<file path="config.mk">
export PLATFORM = sky130hd
export DESIGN_NAME = control_sequencer
export DESIGN_NICKNAME = d
export VERILOG_FILES = /design/src/rtl/control_sequencer.sv
export SDC_FILE = /design/constraint.sdc
export NUM_CORES = 1
export LEC_CHECK = 0
export BUFFER_PORTS_ARGS = -buffer_cell sky130_fd_sc_hd__clkbuf_2
export CORE_UTILIZATION = 46
export CTS_BUF_LIST = sky130_fd_sc_hd__clkbuf_4
export DETAILED_ROUTE_END_ITERATION = 6
export PLACE_DENSITY = 0.83
export SKIP_LAST_GASP = 1
export SLEW_MARGIN = 20
export SYNTH_ARGS = -nofsm -noshare
export SYNTH_HDL_FRONTEND = slang
export SYNTH_SLANG_ARGS = --single-unit
</file>
<file path="constraint.sdc">
create_clock -name clk -period 2.1 [get_ports clk]
set_clock_uncertainty 0.15 [all_clocks]
set_input_delay 0 -clock clk [delete_from_list [all_inputs] [get_ports clk]]
set_output_delay 0 -clock clk [all_outputs]
set_load 0.02 [all_outputs]
</file>
<file path="src/rtl/control_sequencer.sv">
// Hardwired fetch/execute control unit for the 32-bit bus datapath.
// Strobes decode from the state register and IR only. 'illegal' is the only other register.
module control_sequencer #(
  parameter int NUM_REGS = 16
) (
  input  logic                clk,
  input  logic                rst_n,
  input  logic                run,
  input  logic [31:0]         IR,
  output logic [NUM_REGS-1:0] Rin,
  output logic [NUM_REGS-1:0] Rout,
  output logic                PCout,
  output logic                PCin,
  output logic                IncPC,
  output logic                MARin,
  output logic                MDRin,
  output logic                MDRout,
  output logic                Read,
  output logic                IRin,
  output logic                Yin,
  output logic                Zin,
  output logic                ZLowout,
  output logic                ZHighout,
  output logic                HIin,
  output logic                LOin,
  output logic [3:0]          ALUselect,
  output logic                instr_done,
  output logic                illegal
);

  typedef enum logic [3:0] {
    S_IDLE, S_T0, S_T1, S_T2, S_T3, S_T4, S_T5, S_T6, S_HALT
  } state_t;

  state_t      state, next_state;
  logic        set_illegal;
  logic [4:0]  opcode;
  logic [3:0]  ra, rb, rc;
  logic        is_three, is_muldiv, is_unary;
  logic [3:0]  alu_code;
  logic        unused_ir;

  assign opcode    = IR[31:27];
  assign ra        = IR[26:23];
  assign rb        = IR[22:19];
  assign rc        = IR[18:15];
  assign unused_ir = ^IR[14:0];

  function automatic logic [NUM_REGS-1:0] onehot(input logic [3:0] idx);
    onehot = NUM_REGS'(1) << idx;
  endfunction

  always_comb begin
    is_three  = 1'b0;
    is_muldiv = 1'b0;
    is_unary  = 1'b0;
    alu_code  = 4'b0000;
    case (opcode)
      5'b00011: begin is_three  = 1'b1; alu_code = 4'b0001; end
      5'b00100: begin is_three  = 1'b1; alu_code = 4'b0010; end
      5'b00101: begin is_three  = 1'b1; alu_code = 4'b0101; end
      5'b00110: begin is_three  = 1'b1; alu_code = 4'b1000; end
      5'b00111: begin is_three  = 1'b1; alu_code = 4'b1001; end
      5'b01000: begin is_three  = 1'b1; alu_code = 4'b1010; end
      5'b01001: begin is_three  = 1'b1; alu_code = 4'b0110; end
      5'b01010: begin is_three  = 1'b1; alu_code = 4'b0111; end
      5'b01110: begin is_muldiv = 1'b1; alu_code = 4'b0011; end
      5'b01111: begin is_muldiv = 1'b1; alu_code = 4'b0100; end
      5'b10000: begin is_unary  = 1'b1; alu_code = 4'b1011; end
      5'b10001: begin is_unary  = 1'b1; alu_code = 4'b1100; end
      default: ;
    endcase
  end

  always_ff @(posedge clk) begin
    if (!rst_n) begin
      state   <= S_IDLE;
      illegal <= 1'b0;
    end else begin
      state <= next_state;
      if (set_illegal) illegal <= 1'b1;
    end
  end

  always_comb begin
    next_state  = state;
    set_illegal = 1'b0;
    Rin         = '0;
    Rout        = '0;
    PCout       = 1'b0;
    PCin        = 1'b0;
    IncPC       = 1'b0;
    MARin       = 1'b0;
    MDRin       = 1'b0;
    MDRout      = 1'b0;
    Read        = 1'b0;
    IRin        = 1'b0;
    Yin         = 1'b0;
    Zin         = 1'b0;
    ZLowout     = 1'b0;
    ZHighout    = 1'b0;
    HIin        = 1'b0;
    LOin        = 1'b0;
    ALUselect   = 4'b0000;
    instr_done  = 1'b0;
    case (state)
      S_IDLE: if (run) next_state = S_T0;
      S_T0: begin
        PCout = 1'b1; MARin = 1'b1; IncPC = 1'b1; Zin = 1'b1;
        next_state = S_T1;
      end
      S_T1: begin
        ZLowout = 1'b1; PCin = 1'b1; Read = 1'b1; MDRin = 1'b1;
        next_state = S_T2;
      end
      S_T2: begin
        MDRout = 1'b1; IRin = 1'b1;
        next_state = S_T3;
      end
      S_T3: begin
        next_state = S_T4;
        if (is_three) begin
          Rout = onehot(rb); Yin = 1'b1;
        end else if (is_muldiv) begin
          Rout = onehot(ra); Yin = 1'b1;
        end else if (is_unary) begin
          Rout = onehot(rb); ALUselect = alu_code; Zin = 1'b1;
        end else begin
          next_state  = S_HALT;
          set_illegal = 1'b1;
        end
      end
      // Unary ops retire here; the other classes still need the Z result.
      S_T4: begin
        next_state = S_T5;
        if (is_three) begin
          Rout = onehot(rc); ALUselect = alu_code; Zin = 1'b1;
        end else if (is_muldiv) begin
          Rout = onehot(rb); ALUselect = alu_code; Zin = 1'b1;
        end else if (is_unary) begin
          ZLowout = 1'b1; Rin = onehot(ra); instr_done = 1'b1;
          next_state = run ? S_T0 : S_IDLE;
        end else begin
          next_state  = S_HALT;
          set_illegal = 1'b1;
        end
      end
      S_T5: begin
        if (is_three) begin
          ZLowout = 1'b1; Rin = onehot(ra); instr_done = 1'b1;
          next_state = run ? S_T0 : S_IDLE;
        end else if (is_muldiv) begin
          ZLowout = 1'b1; LOin = 1'b1;
          next_state = S_T6;
        end else begin
          next_state  = S_HALT;
          set_illegal = 1'b1;
        end
      end
      S_T6: begin
        ZHighout = 1'b1; HIin = 1'b1; instr_done = 1'b1;
        next_state = run ? S_T0 : S_IDLE;
      end
      S_HALT: next_state = S_HALT;
      default: next_state = S_IDLE;
    endcase
  end

endmodule

</file>
==> metrics.md <==
| Metric | Value |
|---|---|
| Status | complete, no violations |
| Clock buffer count from CTS | 3 |
| Fin. max-slew vios | 0 |
| Met1 Wirelength | 2220 um |
| Met2 WL | 2420 um |
| 1st-pass router iterations | 5 |
| GR Util All Layers | 27.6% |
| Vias in the first global route | 1793 |
| Tightest Pin Transition | 541 ps |
| DIE AREA | 3610 um^2 |
| Compound-gate portion of the synthesized area | 33.4% |
| Setup tns final | 0 ps |
| Mapped Avg Cell Area | 6.31 um^2 |
| First DRT Iteration DRCs | 152 |
| Die height | 60.1 um |
| Critical Path AT | 1880 ps |
| Yosys cell types | 53 |
| Post-DP HPWL | 3920 um |
| CP Class | register to output pin |
| R2r setup slk | 530 ps |
| CP Cell Sequence | buf_4, nand3b_1, o32ai_4, nand3_2, nor2_1, buf_2 |
| Synth area leaders | nor2_1 8.5%, dfxtp_1 6.4%, nand2b_1 6.0% |
| DR top layer | met4 |
| Reg2reg path depth | 4 |
| Yosys top cell by area | nor2_1 |
| Worst path required time | 1950 ps |
| Largest family of logic cells by synthesized area | simple AND/OR/NAND/NOR gates |
| Std-Cell Rows | 20 |
| YS warnings | 0 |
| Fill cell count | 282 |
| R2R Path End | state[3]$_SDFFE_PN0P_ |
| Crit Reg-Reg Startpoint | state[0]$_SDFFE_PN0P_ |
| Net count after synthesis | 281 |
| Cell Area, Synth | 1550 um^2 |
| Clock root buffer | clkbuf_4 |
| Post-synth top area share | 8.46% |
| Mux share of post-synthesis cell area | 0% |
| Post-synth top cells | 35 x nor2_1, 23 x nand2_1, 15 x nand2b_1 |
| CP Launch Point | state[0]$_SDFFE_PN0P_ |
| Worst setup SP type | register |
| Final min period | 2030 ps |
| Nets | 345 |
| DR WL met3 | 440 um |
| Tcrit/Tclk final | 96.8% |
| Area growth from synthesis to layout | 30.2% |
| CTS H-tree lvls | 1 |
| Initial antenna violation count | 0 |
| First-pass GRT wire length | 7890 um |
| Post-synthesis sequential area ratio | 6.45% |
| CTS tree | done |
| Static leakage | 0.804 nW |
| HP Class | primary input to register |
| Overall routed net length | 5140 um |
| Unrepaired setup endpoints after global routing | false |
| Clk_lat worst skew | 240 ps |
| P per Cell Area | 420 nW/um^2 |
| Slew margin rel. | 63.9% |
| Top-count cell post-synth | nor2_1 |
| Number of max-cap violations | 0 |
| Fraction of registers with async set/reset | 0% |
| Final hold violation count | 0 |
| Number of flops mapped to enable cells by yosys | 0 |
| Global route overflow | 0 |
| CP max stage delay | 430 ps |
| Initial Util | 49.6% |
| # diodes | 0 |
| Setup violators final | 0 |
| Clock sink count | 5 |
| Adder-cell share of the synthesized area | 0% |
| Endpoint class of the critical path | output pin |
| Final instance area | 2020 um^2 |
| Top FF cell, synth | dfxtp_1 |
| Worst path slowest cell | o32ai_4 |
| DR DRC count | 0 |
| Placed cell area | 1900 um^2 |
| XOR/XNOR Fraction of Synth Area | 1.77% |
| Share of layout cells above drive strength 1 | 37.9% |
| Total Power | 0.850 mW |
| Clk buf depth | 2 |
| I/O pin count | 87 |
| DIE WIDTH | 60.1 um |
| Worst-path clk slew | 40 ps |
| CP Capture Point | Rin[12] |
| DRT antenna net count | 0 |
| Simple-Gate Fraction of Synth Area | 48.0% |
| Syn Inst Count | 246 |
| Detail-routed via count per cell | 6.04 |
| Final hold slack | 80.9 ps |
| Port Buffers | 71 |
| VDD IR max | 0.232 mV |
| WL/cell | 14.6 um |
| Largest net degree at the start of global routing | 19 |
| Core area | 3130 um^2 |
| Synthesized flop and latch total | 5 |
| Via count | 2131 |
| Final GP Congestion | 0.952 |
| Fmax | 0.492 GHz |
| Worst Path Max Fanout | 6 |
per-layer routing:
layer  track usage (%)  vias to the layer above
li1                  -                     1046
met1              38.8                      960
met2              42.2                      117
met3              4.55                        8
met4              8.97                        0
met5                 0                        -
final cells by class:
class | count | area, um^2 | area share, %
Multi-Input combinational cell | 210 | 1340 | 66.3
Timing Repair Buffer | 85 | 470 | 23.3
Tap cell | 44 | 55.1 | 2.72
Sequential cell | 5 | 108 | 5.32
Inverter | 5 | 18.8 | 0.928
Clock buffer | 4 | 30.0 | 1.49
repair_timing:
action	CTS	global route
endpoints found under the hold margin	2	0
setup endpoints to repair	22	31
pin swaps	0	2
resized for setup	2	23
buffers inserted	0	2
hold buffers	1	0
through the flow:
step | setup WS [ps] | std cells | util, %
2_1_floorplan | 304 | 246 | -
3_3_place_gp | 206 | 346 | 60.9
3_5_place_dp | 179 | 346 | 60.9
4_1_cts | 23.7 | 351 | 62.4
5_1_grt | 7.37 | 353 | 64.6
6_report | 66.3 | 353 | 64.6
where the power goes:
group / switching [mW] / total [mW] / internal (mW)
clock: 0.0429 / 0.128 / 0.0849
sequential: 0.0400 / 0.161 / 0.121
combinational: 0.346 / 0.561 / 0.215
total: 0.429 / 0.850 / 0.421
flip-flops by register name, indices dropped and copies added, names as in the netlist:
signal   flops
illegal      1
state        4
layout by cell type (no fill, tap or decap), types with 4 or more instances in the layout:
| cell | instances |
|---|---|
| o31ai_1 | 6 |
| nor3_1 | 10 |
| nand4_1 | 9 |
| buf_2 | 4 |
| clkbuf_2 | 64 |
| a31oi_1 | 9 |
| buf_4 | 16 |
| nand2_1 | 21 |
| clkbuf_4 | 4 |
| a21oi_1 | 10 |
| nor2b_1 | 6 |
| o21ai_0 | 8 |
| nand3_1 | 14 |
| nand2b_1 | 15 |
| nor2_1 | 35 |
| o221ai_1 | 6 |
| inv_1 | 4 |
| o211ai_1 | 9 |
worst min path at each step:
stage | startpoint | end | slack [ps] | cells after the start
after floorplan | rst_n | illegal$_SDFFE_PN0P_ | -30 | 1
after global placement | rst_n | illegal$_SDFFE_PN0P_ | 80 | 2
after detailed placement | rst_n | illegal$_SDFFE_PN0P_ | 90 | 2
after CTS | run | state[0]$_SDFFE_PN0P_ | 50 | 5
after global routing | run | state[0]$_SDFFE_PN0P_ | 110 | 5
final | run | state[2]$_SDFFE_PN0P_ | 80 | 5
critical path, delay by kind of cell (launching register included):
family	cells	cell delay [ps]
AO/OA/AOI/OAI	1	430
AND/OR/NAND/NOR	3	530
flip-flops	1	340
buffers and inverters	2	340
cell families after synthesis:
group,after synthesis
buf+inv,31
xor+xnor,1
compound gates,68
simple gates,141
flops,5
(Power assumes the default switching activity.)
